`config.mk`:
```
export PLATFORM = sky130hd
export DESIGN_NAME = mmc6_wram_arb
export DESIGN_NICKNAME = d
export VERILOG_FILES = /design/src/rtl/mmc6_wram_arb.sv
export SDC_FILE = /design/constraint.sdc
export NUM_CORES = 1
export LEC_CHECK = 0
export ABC_CLOCK_PERIOD_IN_PS = 2700
export CORE_ASPECT_RATIO = 1.25
export CORE_MARGIN = 2
export CORE_UTILIZATION = 36
export CTS_CLUSTER_DIAMETER = 120
export DETAILED_ROUTE_END_ITERATION = 7
export PLACE_DENSITY = 0.82
export SYNTH_ARGS = -nofsm -noshare
export SYNTH_HDL_FRONTEND = slang
export SYNTH_SLANG_ARGS = --single-unit
```
`constraint.sdc`:
```
create_clock -name i_clk -period 2.7 [get_ports i_clk]
set_clock_uncertainty 0.15 [all_clocks]
set_input_delay 0.54 -clock i_clk [delete_from_list [all_inputs] [get_ports i_clk]]
set_output_delay 0.54 -clock i_clk [all_outputs]
set_load 0.03 [all_outputs]
```
`src/rtl/mmc6_wram_arb.sv`:
```
// MMC6 1 KB work-RAM sequencer: CPU accesses are served while M2 is high, and a
// backup (save-state) port borrows the start of each M2-low gap without protection checks.
module mmc6_wram_arb #(
    parameter int GUARD       = 8,
    parameter int SYNC_STAGES = 2
) (
    input  logic        i_clk,
    input  logic        i_rst_n,
    input  logic        i_cpu_m2,
    input  logic        i_cpu_rw,
    input  logic [15:0] i_cpu_addr,
    input  logic [7:0]  i_cpu_data,
    input  logic        i_ram_en,
    input  logic [3:0]  i_prot,
    input  logic        i_bkp_req,
    input  logic        i_bkp_wr,
    input  logic [9:0]  i_bkp_addr,
    input  logic [7:0]  i_bkp_wdat,
    output logic        o_bkp_ack,
    output logic [7:0]  o_bkp_rdat,
    output logic        o_mem_ce,
    output logic        o_mem_oe,
    output logic        o_mem_we,
    output logic [9:0]  o_mem_addr,
    output logic [7:0]  o_mem_di,
    input  logic [7:0]  i_mem_do,
    output logic        o_cpu_oe,
    output logic [7:0]  o_cpu_do
);

    typedef enum logic [2:0] {
        ST_IDLE   = 3'd0,
        ST_CPU    = 3'd1,
        ST_B_SET  = 3'd2,
        ST_B_ACC  = 3'd3,
        ST_B_DONE = 3'd4
    } state_t;

    state_t                 r_state;
    state_t                 w_next;
    logic [SYNC_STAGES-1:0] r_m2_sync;
    logic                   r_m2_d;
    logic [7:0]             r_low_cnt;
    logic                   r_cpu_late;
    logic [7:0]             r_bkp_rdat;

    logic w_m2_s;
    logic w_rise;
    logic w_fall;
    logic w_area;
    logic w_half;
    logic w_rd_ok;
    logic w_wr_ok;
    logic w_bkp_go;
    logic w_unused;

    // Read enable of the half selected by A9.
    function automatic logic f_rd_ok(input logic en, input logic [3:0] p, input logic half);
        return en & (half ? p[3] : p[1]);
    endfunction

    // Writing additionally requires the half to be readable (enabled).
    function automatic logic f_wr_ok(input logic en, input logic [3:0] p, input logic half);
        return en & (half ? (p[2] & p[3]) : (p[0] & p[1]));
    endfunction

    assign w_m2_s   = r_m2_sync[SYNC_STAGES-1];
    assign w_rise   = w_m2_s & ~r_m2_d;
    assign w_fall   = ~w_m2_s & r_m2_d;
    assign w_area   = (i_cpu_addr[15:12] == 4'h7);
    assign w_half   = i_cpu_addr[9];
    assign w_rd_ok  = f_rd_ok(i_ram_en, i_prot, w_half);
    assign w_wr_ok  = f_wr_ok(i_ram_en, i_prot, w_half);
    assign w_bkp_go = i_bkp_req & ~w_m2_s & ~w_rise & (r_low_cnt < 8'(GUARD));
    assign w_unused = ^i_cpu_addr[11:10];

    assign o_bkp_rdat = r_bkp_rdat;

    // Next-state selection; an M2 rise always pre-empts an unfinished backup access.
    always_comb begin
        w_next = r_state;
        case (r_state)
            ST_IDLE: begin
                if (w_rise && w_area) begin
                    w_next = ST_CPU;
                end else if (w_bkp_go) begin
                    w_next = ST_B_SET;
                end else begin
                    w_next = ST_IDLE;
                end
            end
            ST_CPU: begin
                if (!w_m2_s) begin
                    w_next = ST_IDLE;
                end else begin
                    w_next = ST_CPU;
                end
            end
            ST_B_SET: begin
                if (w_rise) begin
                    w_next = w_area ? ST_CPU : ST_IDLE;
                end else begin
                    w_next = ST_B_ACC;
                end
            end
            ST_B_ACC: begin
                if (w_rise) begin
                    w_next = w_area ? ST_CPU : ST_IDLE;
                end else begin
                    w_next = ST_B_DONE;
                end
            end
            ST_B_DONE: begin
                if (w_rise && w_area) begin
                    w_next = ST_CPU;
                end else begin
                    w_next = ST_IDLE;
                end
            end
            default: w_next = ST_IDLE;
        endcase
    end

    // Memory and CPU-bus drives decoded from state; protection bits act immediately.
    always_comb begin
        o_mem_ce   = 1'b0;
        o_mem_oe   = 1'b0;
        o_mem_we   = 1'b0;
        o_mem_addr = 10'd0;
        o_mem_di   = 8'h00;
        o_cpu_oe   = 1'b0;
        o_cpu_do   = 8'h00;
        o_bkp_ack  = 1'b0;
        case (r_state)
            ST_CPU: begin
                o_mem_addr = i_cpu_addr[9:0];
                if (i_cpu_rw) begin
                    o_mem_ce = w_rd_ok;
                    o_mem_oe = w_rd_ok;
                    o_cpu_oe = 1'b1;
                    o_cpu_do = w_rd_ok ? i_mem_do : 8'h00;
                end else begin
                    o_mem_ce = w_wr_ok;
                    o_mem_di = i_cpu_data;
                    o_mem_we = w_wr_ok & r_cpu_late;
                end
            end
            ST_B_SET, ST_B_ACC: begin
                o_mem_ce   = 1'b1;
                o_mem_addr = i_bkp_addr;
                o_mem_oe   = ~i_bkp_wr;
                o_mem_di   = i_bkp_wdat;
                o_mem_we   = i_bkp_wr;
            end
            ST_B_DONE: o_bkp_ack = 1'b1;
            default:   o_bkp_ack = 1'b0;
        endcase
    end

    // State, M2 synchroniser, gap counter and backup read capture.
    always_ff @(posedge i_clk) begin
        if (!i_rst_n) begin
            r_state    <= ST_IDLE;
            r_m2_sync  <= {SYNC_STAGES{1'b0}};
            r_m2_d     <= 1'b0;
            r_low_cnt  <= 8'hFF;
            r_cpu_late <= 1'b0;
            r_bkp_rdat <= 8'h00;
        end else begin
            r_state    <= w_next;
            r_m2_sync  <= {r_m2_sync[SYNC_STAGES-2:0], i_cpu_m2};
            r_m2_d     <= w_m2_s;
            r_cpu_late <= (r_state == ST_CPU) && (w_next == ST_CPU);
            if (w_fall) begin
                r_low_cnt <= 8'd0;
            end else if (!w_m2_s && (r_low_cnt != 8'hFF)) begin
                r_low_cnt <= r_low_cnt + 8'd1;
            end else begin
                r_low_cnt <= r_low_cnt;
            end
            // Only a completed (non-aborted) read updates the visible read data.
            if ((r_state == ST_B_ACC) && (w_next == ST_B_DONE) && !i_bkp_wr) begin
                r_bkp_rdat <= i_mem_do;
            end else begin
                r_bkp_rdat <= r_bkp_rdat;
            end
        end
    end

endmodule

```
After elaboration in Yosys (flattened, before gate mapping)
Cells that the tools add are included.

Add/subtract/negate cells: 1. Multiplexer cells: 27. Equal/unequal tests: 8. Reduce and logical (&&, ||, !) cells: 10. Bitwise gates (word level): 14. Magnitude comparators: 1.

Operator list (number): $mux 8 (6); $pmux 10 s2 (1); $pmux 8 s2 (1); $pmux 3 s5 (1); $mux 1 (11); $and 1x1->1 (10); $add 8x1->8 const B (1); $lt 8x4->1 const B (1); $ne 8x8->1 const B (1); $eq 3x1->1 const B (2); $eq 3x2->1 const B (2); $eq 3x3->1 const B (2); $mux 2 (3); $pmux 1 s2 (3); $logic_and 1x1->1 (5); $eq 4x3->1 const B (1); $not 1->1 (4); $logic_not 3->1 (1); $mux 3 (1); $logic_not 1->1 (2); $reduce_bool 2->1 (1); $reduce_or 2->1 (1).

Input port bits: 61. Word-level logic and storage cells: 67. Bits in registers: 23. Output and inout bits: 39.

Longest topological paths before layout
Gate-level depths: netlist of run 1.

Depth after elaboration: 11. Mapped depth: 6. Depth with buffers taken out: 5.

Worst setup path after synthesis of run 1
Ideal clock, no wire load.

Kind: register to output. Start point: reg r_state[0]. End point: out o_mem_ce. Arrival time: 1.654 ns. Cell stages (with the launch flop): 6. Data required time: 2.010 ns. Setup slack: 0.356 ns. Path buffers: 1. Cells stage by stage: dfxtp_1 > nor3b_1 > and2_1 > and3_1 > buf_2 > a311o_1.

Word-level cells in the longest chain between the ends: 3. Elaborated cells between the ends (all ways): 5. Classes of those cells: eq/ne: 3; mux: 1; reduce/logical: 1.

Ends and longest elaborated chain: start, declared (line 39) `state_t r_state;`; start signal, assigned (line 170) `r_state <= w_next;`; $eq 3x2->1 (line 134) `case (r_state)`; $reduce_or 2->1 (line 134); $pmux 1 s2 * (line 134); end, declared (line 21) `output logic o_mem_ce,`.

Every way passes the cells marked *; elsewhere a longest branch is shown, timed or not.

Worst setup path in the final report of run 1
Start point: in i_prot[3]. End point: out o_cpu_do[4].

Word-level cells in the longest chain between the ends: 5.

Ends and longest elaborated chain: start, declared (line 14) `input logic [3:0] i_prot,`; $mux 1 (line 59) `return en & (half ? p[3] : p[1]);`; $and 1x1->1 (line 59); $mux 8 (line 141) `o_cpu_do = w_rd_ok ? i_mem_do : 8'h00;`; $mux 8 (line 137) `if (i_cpu_rw) begin`; $mux 8 (line 134); end, declared (line 28) `output logic [7:0] o_cpu_do`.

Every way passes these cells.

==> report_table.html, run 1 <==
<table>
<tr><th>Metric</th><th>Value</th></tr>
<tr><th colspan="2">STA</th></tr>
<tr><td>Final worst path period need</td><td>2.59 ns</td></tr>
<tr><td>Number of hold-slack violations in the final timing report</td><td>0</td></tr>
<tr><td>Post-layout worst setup margin</td><td>0.111 ns</td></tr>
<tr><td>RSZ-0062 raised after global routing</td><td>no</td></tr>
<tr><td>Peak clock frequency supported by timing</td><td>0.386 GHz</td></tr>
<tr><td>Number of setup violations in the final report</td><td>0</td></tr>
<tr><td>Worst Tran Pin Value</td><td>0.406 ns</td></tr>
<tr><td>Part of the cycle the worst path needs</td><td>95.9%</td></tr>
<tr><td>Final Max Tran Viols</td><td>0</td></tr>
<tr><td>Total negative slack for setup checks</td><td>0 ns</td></tr>
<tr><td>Minimum hold slack</td><td>0.314 ns</td></tr>
<tr><td>Worst relative slew slack</td><td>72.9%</td></tr>
<tr><th colspan="2">Worst setup path</th></tr>
<tr><td>Most frequent cell on the critical path</td><td>sky130_fd_sc_hd__buf_4</td></tr>
<tr><td>Worst reg2reg startpoint</td><td>r_low_cnt[0]$_SDFFE_PN1P_</td></tr>
<tr><td>Cell with the largest stage delay on the worst path</td><td>sky130_fd_sc_hd__clkdlybuf4s50_1</td></tr>
<tr><td>Worst reg2reg setup slack</td><td>0.83 ns</td></tr>
<tr><td>Endpoint arrival time on the critical path</td><td>1.90 ns</td></tr>
<tr><td>Stage delay of the slowest cell on the critical path</td><td>0.42 ns</td></tr>
<tr><td>Required time of the critical path</td><td>2.01 ns</td></tr>
<tr><td>Critical path type</td><td>in -&gt; out</td></tr>
<tr><td>Cell count of the worst reg-to-reg path</td><td>5</td></tr>
<tr><td>Nature of the critical path startpoint</td><td>input pin</td></tr>
<tr><td>CP Cell Sequence</td><td>clkdlybuf4s50_1 &gt; mux2_2 &gt; and3_1 &gt; buf_4 &gt; and2_1 &gt; buf_4</td></tr>
<tr><td>End of the worst register-to-register path</td><td>r_low_cnt[5]$_SDFFE_PN1P_</td></tr>
<tr><td>Endpoint kind of the worst setup timing path</td><td>output pin</td></tr>
<tr><td>Delay-heaviest family, CP</td><td>buffers and inverters</td></tr>
<tr><td>Critical path buffers and inverters</td><td>3</td></tr>
<tr><td>Highest fanout seen on the critical path</td><td>9</td></tr>
<tr><th colspan="2">Final layout</th></tr>
<tr><td>Share of final-layout standard cells stronger than drive strength 1</td><td>19.2%</td></tr>
<tr><td>Layout-stage area growth over the synthesis result</td><td>76.8%</td></tr>
<tr><td>Fill count</td><td>313</td></tr>
<tr><td>Area taken by flip-flops and latches</td><td>460 µm²</td></tr>
<tr><td>Multi-input combinational cell area</td><td>807 µm²</td></tr>
<tr><td>Count of nets after finishing</td><td>313</td></tr>
<tr><td># diodes</td><td>0</td></tr>
<tr><th colspan="2">Clocking</th></tr>
<tr><td>CTS tree</td><td>yes</td></tr>
<tr><td>Sink Count</td><td>23</td></tr>
<tr><td>Number of buffers added by the clock tree synthesis step</td><td>3</td></tr>
<tr><td>Setup repair bufs after CTS</td><td>0</td></tr>
<tr><td>Maximum buffer depth of the clock tree</td><td>2</td></tr>
<tr><td>Worst-Skew Late Latency</td><td>0.26 ns</td></tr>
<tr><td>Htree depth</td><td>1</td></tr>
<tr><td>Number of hold buffers added after cts</td><td>0</td></tr>
<tr><td>Clock transition at the register clock pins on the worst setup and hold paths after CTS</td><td>0.08 ns</td></tr>
<tr><td>Clock root buffer master</td><td>sky130_fd_sc_hd__clkbuf_8</td></tr>
<tr><th colspan="2">Placed design</th></tr>
<tr><td>Count of buffers from port buffering</td><td>97</td></tr>
<tr><td>Worst setup slack before clock tree synthesis</td><td>-0.0225 ns</td></tr>
<tr><td>Weighted congestion reported at the end of routability-driven placement</td><td>0.753</td></tr>
<tr><td>HPWL after detailed placement</td><td>3170 µm</td></tr>
<tr><th colspan="2">GRT</th></tr>
<tr><td>Maximum number of pins on one net before global-route repair</td><td>17</td></tr>
<tr><td>GRT Residual Overflow</td><td>0</td></tr>
<tr><td>Number of antenna violations at the first check in global routing</td><td>0</td></tr>
<tr><td>Number of global-route vias before repair</td><td>1361</td></tr>
<tr><td>First-pass GRT wire length</td><td>6060 µm</td></tr>
<tr><td>Total global routing track utilization</td><td>17.9%</td></tr>
<tr><th colspan="2">Power and ir drop</th></tr>
<tr><td>Power per Cell Area</td><td>462 nW/µm²</td></tr>
<tr><td>Static leakage</td><td>0.962 nW</td></tr>
<tr><td>IR Drop Worst-Case VDD</td><td>0.445 mV</td></tr>
<tr><td>Final Power</td><td>1.07 mW</td></tr>
<tr><th colspan="2">Min path</th></tr>
<tr><td>Hold path start</td><td>r_m2_sync[0]$_SDFF_PN0_</td></tr>
<tr><td>Hold Path Sink</td><td>r_m2_sync[1]$_SDFF_PN0_</td></tr>
<tr><td>Min-delay worst type</td><td>reg -&gt; reg</td></tr>
<tr><td>Min-Delay Path Depth</td><td>1</td></tr>
<tr><th colspan="2">Floorplanning</th></tr>
<tr><td>Die boundary width</td><td>58.1 µm</td></tr>
<tr><td>Boundary pin count</td><td>100</td></tr>
<tr><td>Die area</td><td>4160 µm²</td></tr>
<tr><td>Core Footprint</td><td>3480 µm²</td></tr>
<tr><td>Initial standard-cell utilization of the core</td><td>37.8%</td></tr>
<tr><td>Number of standard-cell rows in the floorplan</td><td>24</td></tr>
<tr><td>Die Y</td><td>71.6 µm</td></tr>
<tr><th colspan="2">Yosys</th></tr>
<tr><td>Synthesized area per cell</td><td>8.65 µm²</td></tr>
<tr><td>Number of distinct library cell variants in the gate-level netlist after synthesis</td><td>37</td></tr>
<tr><td>Number of nets produced by synthesis</td><td>214</td></tr>
<tr><td>Number of storage elements in the synthesis netlist</td><td>23</td></tr>
<tr><td>Synthesized cell area</td><td>1320 µm²</td></tr>
<tr><td>Number of standard cells after synthesis</td><td>152</td></tr>
<tr><td>Count of yosys warnings during synthesis</td><td>0</td></tr>
<tr><td>Part of the Yosys area used for sequential elements</td><td>35.0%</td></tr>
<tr><th colspan="2">Detailed routing</th></tr>
<tr><td>DRT iter0 DRCs</td><td>55</td></tr>
<tr><td>Mean routed wirelength per cell</td><td>13.7 µm</td></tr>
<tr><td>Detail Route Antenna Nets</td><td>0</td></tr>
<tr><td>Drt first pass iters</td><td>4</td></tr>
<tr><td>Total wire length</td><td>3960 µm</td></tr>
<tr><td>Total vias in the final route</td><td>1528</td></tr>
<tr><td>Vias per cell</td><td>5.29</td></tr>
<tr><td>Residual DRC</td><td>0</td></tr>
<tr><th colspan="2">Outcome</th></tr>
<tr><td>Run status</td><td>finished clean</td></tr>
<tr><th colspan="2">Run</th></tr>
<tr><td>Max-Cap Viols</td><td>0</td></tr>
</table>
==> stage by stage <==
| step | utilization, % | instances | area, µm² |
|---|---|---|---|
| final | 66.7 | 289 | 2320 |
| after global routing | 66.7 | 289 | 2320 |
| after CTS | 66.6 | 289 | 2320 |
| after detailed placement | 65.3 | 285 | 2270 |
| after global placement | 65.3 | 285 | 2270 |
| after floorplan | - | 152 | 1320 |
==> layout by cell type (no fill, tap or decap), types with 2 or more instances in the layout <==
cell type                         count
sky130_fd_sc_hd__clkdlybuf4s50_1     66
sky130_fd_sc_hd__clkbuf_8             3
sky130_fd_sc_hd__nand3_1              5
sky130_fd_sc_hd__dfxtp_1             23
sky130_fd_sc_hd__nand2_1              9
sky130_fd_sc_hd__nor2_1              14
sky130_fd_sc_hd__and2_1              11
sky130_fd_sc_hd__mux2i_1              8
sky130_fd_sc_hd__o211ai_1             2
sky130_fd_sc_hd__o21ai_0              5
sky130_fd_sc_hd__inv_1                4
sky130_fd_sc_hd__a22o_1              18
sky130_fd_sc_hd__nor2b_1              5
sky130_fd_sc_hd__a21oi_1              4
sky130_fd_sc_hd__nor3b_1              2
sky130_fd_sc_hd__nand4b_1             3
sky130_fd_sc_hd__nor4b_1              2
sky130_fd_sc_hd__a31oi_1              3
sky130_fd_sc_hd__o31ai_1              2
sky130_fd_sc_hd__buf_4               37
sky130_fd_sc_hd__and3_1               3
==> kinds of logic after synthesis <==
group / after synthesis / synth area share (%)
compound gates: 41 / 25.0
xor+xnor: 1 / 0.666
fa+ha+maj: 1 / 0.951
buf+inv: 14 / 4.47
flops: 23 / 35.0
mux: 9 / 6.95
simple gates: 63 / 26.9
==> synthesized netlist by cell type <==
cell | number | area, µm²
sky130_fd_sc_hd__nor2_1 | 14 | 52.6
sky130_fd_sc_hd__nand4_1 | 1 | 6.26
sky130_fd_sc_hd__a41o_4 | 1 | 21.3
sky130_fd_sc_hd__a31o_2 | 1 | 8.76
sky130_fd_sc_hd__nor4_1 | 1 | 6.26
sky130_fd_sc_hd__or4_1 | 1 | 7.51
sky130_fd_sc_hd__nand3_1 | 5 | 25.0
sky130_fd_sc_hd__o22ai_1 | 1 | 6.26
sky130_fd_sc_hd__a31oi_1 | 3 | 18.8
sky130_fd_sc_hd__nor3b_1 | 3 | 22.5
sky130_fd_sc_hd__mux2_2 | 1 | 11.3
sky130_fd_sc_hd__or3_1 | 1 | 6.26
sky130_fd_sc_hd__nor4b_1 | 3 | 26.3
sky130_fd_sc_hd__clkbuf_1 | 5 | 18.8
sky130_fd_sc_hd__o31ai_1 | 2 | 15.0
sky130_fd_sc_hd__xnor2_1 | 1 | 8.76
sky130_fd_sc_hd__nand2b_1 | 1 | 6.26
sky130_fd_sc_hd__dfxtp_1 | 23 | 460
sky130_fd_sc_hd__and4_4 | 1 | 11.3
sky130_fd_sc_hd__and2_1 | 11 | 68.8
sky130_fd_sc_hd__nor2b_1 | 5 | 31.3
sky130_fd_sc_hd__o311ai_0 | 1 | 8.76
sky130_fd_sc_hd__a2111oi_2 | 1 | 15.0
sky130_fd_sc_hd__o21bai_1 | 1 | 7.51
sky130_fd_sc_hd__a311o_1 | 1 | 10.0
sky130_fd_sc_hd__mux2i_1 | 8 | 80.1
sky130_fd_sc_hd__a21oi_1 | 4 | 20.0
sky130_fd_sc_hd__nand4b_1 | 3 | 26.3
sky130_fd_sc_hd__inv_1 | 4 | 15.0
sky130_fd_sc_hd__a22o_1 | 18 | 158
sky130_fd_sc_hd__o21ai_0 | 5 | 25.0
sky130_fd_sc_hd__o211ai_1 | 2 | 15.0
sky130_fd_sc_hd__and3_1 | 3 | 18.8
sky130_fd_sc_hd__buf_2 | 5 | 25.0
sky130_fd_sc_hd__ha_1 | 1 | 12.5
sky130_fd_sc_hd__nor3_1 | 1 | 5.00
sky130_fd_sc_hd__nand2_1 | 9 | 33.8
==> worst reg2reg max path: stages, from the launching register on <==
cell and delay (ns):
sky130_fd_sc_hd__dfxtp_1 0.35, sky130_fd_sc_hd__ha_1 0.24, sky130_fd_sc_hd__and4_4 0.22, sky130_fd_sc_hd__a41o_4 0.29, sky130_fd_sc_hd__or4_1 0.47, sky130_fd_sc_hd__nand3_1 0.09
==> area by class of cell <==
type / instances / area share (%)
clock inverters: 1 / 0.215
repair buffers: 104 / 40.7
flip-flops and latches: 23 / 19.8
inverters: 4 / 0.646
clock buffers: 3 / 1.78
multi-input cells: 115 / 34.7
well taps: 39 / 2.10
==> worst max-delay path by stage <==
stage	startpoint	end	slack, ns	depth (start not counted)
2_1_floorplan	r_state[0]$_SDFF_PN0_	o_mem_ce	0.36	5
3_3_place_gp	i_cpu_addr[9]	o_mem_ce	-0.009	5
3_5_place_dp	i_cpu_addr[9]	o_mem_oe	-0.02	6
4_1_cts	i_prot[1]	o_mem_oe	0.11	6
5_1_grt	i_prot[1]	o_mem_oe	0.05	6
6_report	i_prot[3]	o_cpu_do[4]	0.11	6
==> metal layers <==
layer  vias to the layer above  track usage (%)  part of all wire, %
li1                        761                -                    -
met1                       698             20.0                   39
met2                        67             33.7                   51
met3                         2             3.79                  9.5
met4                         0             4.65                 0.43
met5                         -                0                    0
==> power breakdown <==
| group | switching (mW) | internal, mW |
|---|---|---|
| clock | 0.109 | 0.103 |
| sequential | 0.0806 | 0.392 |
| combinational | 0.161 | 0.229 |
| total | 0.351 | 0.724 |
==> state kept, by name (all words and copies together) (netlist names) <==
signal	cells
r_state	3
r_m2_d	1
r_m2_sync	2
o_bkp_rdat	8
r_cpu_late	1
r_low_cnt	8
==> what timing repair did <==
item	4_1_cts	5_1_grt
pin swaps	0	0
endpoints found under the setup margin	10	11
gates resized for setup	1	1
Power figures use the tool's default switching activity.
==> run 2: changes to the inputs <==
--- a/config.mk
+++ b/config.mk
@@ -9,7 +9,7 @@
 export CORE_ASPECT_RATIO = 1.25
 export CORE_MARGIN = 2
 export CORE_UTILIZATION = 36
-export CTS_CLUSTER_DIAMETER = 120
+export CTS_CLUSTER_DIAMETER = 50
 export DETAILED_ROUTE_END_ITERATION = 7
 export PLACE_DENSITY = 0.82
 export SYNTH_ARGS = -nofsm -noshare
==> results of run 2 <==
Final layout, timing and power as in run 1 (identical DEF).
==> run 3: changes to the inputs <==
==> config.mk (replaced) <==
export PLATFORM = sky130hd
export DESIGN_NAME = mmc6_wram_arb
export DESIGN_NICKNAME = d
export VERILOG_FILES = /design/src/rtl/mmc6_wram_arb.sv
export SDC_FILE = /design/constraint.sdc
export NUM_CORES = 1
export LEC_CHECK = 0
export ABC_CLOCK_PERIOD_IN_PS = 2400
export CORE_ASPECT_RATIO = 1.25
export CORE_MARGIN = 1.5
export CORE_UTILIZATION = 34
export CTS_CLUSTER_DIAMETER = 50
export DETAILED_ROUTE_END_ITERATION = 7
export PLACE_DENSITY = 0.78
export SYNTH_ARGS = -nofsm -noshare
export SYNTH_HDL_FRONTEND = slang
export SYNTH_SLANG_ARGS = --single-unit
==> constraint.sdc (replaced) <==
create_clock -name i_clk -period 2.4 [get_ports i_clk]
set_clock_uncertainty 0.15 [all_clocks]
set_input_delay 0.48 -clock i_clk [delete_from_list [all_inputs] [get_ports i_clk]]
set_output_delay 0.48 -clock i_clk [all_outputs]
set_load 0.03 [all_outputs]
==> report_table.html, run 3 (synthesis gave the netlist of run 1 again) <==
<table>
<tr><th>Metric</th><th>Value</th></tr>
<tr><th colspan="2">Outcome</th></tr>
<tr><td>Run status</td><td>finished clean</td></tr>
<tr><th colspan="2">Floorplanning</th></tr>
<tr><td>Die boundary width</td><td>58.6 µm (+0.98%)</td></tr>
<tr><td>Die area</td><td>4250 µm² (+2.3%)</td></tr>
<tr><td>Number of standard-cell rows in the floorplan</td><td>25 (+4.2%)</td></tr>
<tr><td>Boundary pin count</td><td>100 (unchanged)</td></tr>
<tr><td>Initial standard-cell utilization of the core</td><td>35.0% (-2.7 points)</td></tr>
<tr><td>Core Footprint</td><td>3750 µm² (+7.8%)</td></tr>
<tr><td>Die Y</td><td>72.5 µm (+1.3%)</td></tr>
<tr><th colspan="2">Placed design</th></tr>
<tr><td>Weighted congestion reported at the end of routability-driven placement</td><td>0.829 (+10%)</td></tr>
<tr><td>Placed cell areas</td><td>2320 µm² (+1.9%)</td></tr>
<tr><td>HPWL after detailed placement</td><td>3390 µm (+6.8%)</td></tr>
<tr><td>Count of buffers from port buffering</td><td>97 (unchanged)</td></tr>
<tr><td># placed instances</td><td>290 (+1.8%)</td></tr>
<tr><th colspan="2">Worst setup path</th></tr>
<tr><td>Cell with the largest stage delay on the worst path</td><td>sky130_fd_sc_hd__clkdlybuf4s50_1</td></tr>
<tr><td>Endpoint kind of the worst setup timing path</td><td>output pin</td></tr>
<tr><td>Highest fanout seen on the critical path</td><td>8 (-1)</td></tr>
<tr><td>Required time of the critical path</td><td>1.77 ns (-0.24 ns)</td></tr>
<tr><td>Stage delay of the slowest cell on the critical path</td><td>0.49 ns (+0.07 ns)</td></tr>
<tr><td>Critical path type</td><td>in -&gt; out</td></tr>
<tr><td>Endpoint arrival time on the critical path</td><td>1.70 ns (-0.20 ns)</td></tr>
<tr><td>Most frequent cell on the critical path</td><td>sky130_fd_sc_hd__buf_6</td></tr>
<tr><td>CP Cell Sequence</td><td>clkdlybuf4s50_1 &gt; and2_4 &gt; and3_4 &gt; buf_6 &gt; and2_1 &gt; buf_6</td></tr>
<tr><td>Nature of the critical path startpoint</td><td>input pin</td></tr>
<tr><th colspan="2">GRT</th></tr>
<tr><td>First-pass GRT wire length</td><td>6220 µm (+2.6%)</td></tr>
<tr><td>Number of global-route vias before repair</td><td>1396 (+2.6%)</td></tr>
<tr><td>GRT Residual Overflow</td><td>0 (unchanged)</td></tr>
<tr><td>Total global routing track utilization</td><td>19.0% (+1.1 points)</td></tr>
<tr><td>Number of antenna violations at the first check in global routing</td><td>0 (unchanged)</td></tr>
<tr><td>Maximum number of pins on one net before global-route repair</td><td>21 (+4)</td></tr>
<tr><th colspan="2">Final layout</th></tr>
<tr><td>Design area</td><td>2410 µm² (+3.7%)</td></tr>
<tr><td># diodes</td><td>0 (unchanged)</td></tr>
<tr><td>Final Non-Filler Cells</td><td>294 (+1.7%)</td></tr>
<tr><td>Commonest cells after routing, fill and taps aside</td><td>64 x sky130_fd_sc_hd__clkdlybuf4s50_1, 30 x sky130_fd_sc_hd__buf_4, 23 x sky130_fd_sc_hd__dfxtp_1, 18 x sky130_fd_sc_hd__a22o_1, 14 x sky130_fd_sc_hd__nor2_1</td></tr>
<tr><td>Area taken by flip-flops and latches</td><td>460 µm² (unchanged)</td></tr>
<tr><td>Multi-input combinational cell area</td><td>815 µm² (+0.93%)</td></tr>
<tr><td>Leading cell type in the layout, fill and taps excluded</td><td>sky130_fd_sc_hd__clkdlybuf4s50_1</td></tr>
<tr><td>Layout-stage area growth over the synthesis result</td><td>83.3%</td></tr>
<tr><td>Share of final-layout standard cells stronger than drive strength 1</td><td>20.9% (+1.7 points)</td></tr>
<tr><td>Count of nets after finishing</td><td>317 (+1.3%)</td></tr>
<tr><td>Fill count</td><td>342 (+9.3%)</td></tr>
<tr><th colspan="2">Clocking</th></tr>
<tr><td>CTS tree</td><td>yes</td></tr>
<tr><td>Sink Count</td><td>23 (unchanged)</td></tr>
<tr><td>Setup repair bufs after CTS</td><td>0 (unchanged)</td></tr>
<tr><td>Clock root buffer master</td><td>sky130_fd_sc_hd__clkbuf_8</td></tr>
<tr><td>Number of hold buffers added after cts</td><td>0 (unchanged)</td></tr>
<tr><td>Htree depth</td><td>1 (unchanged)</td></tr>
<tr><td>Number of buffers added by the clock tree synthesis step</td><td>3 (unchanged)</td></tr>
<tr><td>Worst-Skew Late Latency</td><td>0.26 ns (about the same)</td></tr>
<tr><td>Maximum buffer depth of the clock tree</td><td>2 (unchanged)</td></tr>
<tr><td>Clock transition at the register clock pins on the worst setup and hold paths after CTS</td><td>0.07 ns (about the same)</td></tr>
<tr><th colspan="2">Power and ir drop</th></tr>
<tr><td>IR Drop Worst-Case VDD</td><td>0.435 mV (-2.3%)</td></tr>
<tr><td>Power per Cell Area</td><td>499 nW/µm² (+8.0%)</td></tr>
<tr><td>Static leakage</td><td>0.991 nW (+3.1%)</td></tr>
<tr><th colspan="2">STA</th></tr>
<tr><td>Number of hold-slack violations in the final timing report</td><td>0 (unchanged)</td></tr>
<tr><td>Worst Tran Pin Value</td><td>0.428 ns (+0.0215 ns)</td></tr>
<tr><td>Final worst path period need</td><td>2.33 ns</td></tr>
<tr><td>Part of the cycle the worst path needs</td><td>97.1%</td></tr>
<tr><td>Final Max Tran Viols</td><td>0 (unchanged)</td></tr>
<tr><td>Number of setup violations in the final report</td><td>0 (unchanged)</td></tr>
<tr><td>Worst relative slew slack</td><td>71.5% (-1.4 points)</td></tr>
<tr><td>Peak clock frequency supported by timing</td><td>0.429 GHz</td></tr>
<tr><td>RSZ-0062 raised after global routing</td><td>no</td></tr>
<tr><td>Total negative slack for setup checks</td><td>0 ns (unchanged)</td></tr>
<tr><th colspan="2">Detailed routing</th></tr>
<tr><td>Detail Route Antenna Nets</td><td>0 (unchanged)</td></tr>
<tr><td>DRT iter0 DRCs</td><td>53 (-3.6%)</td></tr>
<tr><td>Mean routed wirelength per cell</td><td>14.8 µm (+7.9%)</td></tr>
<tr><td>Vias per cell</td><td>5.25 (-0.74%)</td></tr>
<tr><td>Residual DRC</td><td>0 (unchanged)</td></tr>
<tr><td>Total wire length</td><td>4350 µm (+9.8%)</td></tr>
<tr><td>Drt first pass iters</td><td>4 (unchanged)</td></tr>
<tr><td>Total vias in the final route</td><td>1543 (+0.98%)</td></tr>
<tr><th colspan="2">Min path</th></tr>
<tr><td>Min-delay worst type</td><td>reg -&gt; reg</td></tr>
<tr><th colspan="2">Run</th></tr>
<tr><td>Max-Cap Viols</td><td>0 (unchanged)</td></tr>
</table>
[run 3: changes by cell type in the layout (fill, tap and decap cells not counted), moves of 2 or more]
cell and delta:
sky130_fd_sc_hd__buf_4 -7, sky130_fd_sc_hd__buf_6 +10, sky130_fd_sc_hd__clkdlybuf4s50_1 -2, sky130_fd_sc_hd__dlygate4sd2_1 +2
[run 3: what timing repair did]
action	in CTS	in global routing
gates resized for setup	14	2
pin swaps	1	0
endpoints found under the setup margin	10	17
hold endpoints to repair	0	0
[run 3: path summary, 6_finish.rpt]
path | slack (ns) | from | depth (start not counted) | end
setup / recovery | 0.07 | i_cpu_rw | 6 | o_cpu_do[2]
hold / removal | 0.29 | r_m2_sync[0]$_SDFF_PN0_ | 1 | r_m2_sync[1]$_SDFF_PN0_
setup reg to reg | 0.54 | r_low_cnt[0]$_SDFFE_PN1P_ | 5 | r_low_cnt[5]$_SDFFE_PN1P_
hold reg to reg | 0.29 | r_m2_sync[0]$_SDFF_PN0_ | 1 | r_m2_sync[1]$_SDFF_PN0_
[run 3: worst max-delay path: cells and delay by family]
family	cells	cell delay [ns]
buf+inv	3	0.73
simple gates	3	0.49
[run 3: per-stage QoR]
step | utilization (%) | setup WS [ns] | hold WS (ns) | total power, mW
4_1_cts | 64.0 | 0.00848 | 0.290 | 1.21
3_5_place_dp | 61.8 | -0.219 | 0.272 | 0.980
3_3_place_gp | 61.8 | -0.224 | 0.264 | 0.972
5_1_grt | 64.2 | 0.00535 | 0.332 | 1.30
2_1_floorplan | - | 0.116 | 0.262 | 0.816
6_report | 64.2 | 0.0698 | 0.287 | 1.20
[run 3: where the power goes]
part | switching (mW) | total, mW | internal, mW
logic | 0.187 | 0.445 | 0.258
clock network | 0.113 | 0.231 | 0.118
registers | 0.0851 | 0.526 | 0.441
[run 3: layout make-up]
type,instances,area share (%)
Clock buffer,4,1.87
Multi-Input combinational cell,115,33.8
Inverter,4,0.623
Tap cell,40,2.08
Timing Repair Buffer,108,42.5
Sequential cell,23,19.1
[run 3: routing by layer]
layer	GRT usage [%]	routed length, µm	vias up
li1	-	-	766
met2	33.0	2100	69
met5	0	0	-
met3	4.81	403	7
met4	9.85	100	0
met1	21.0	1740	701
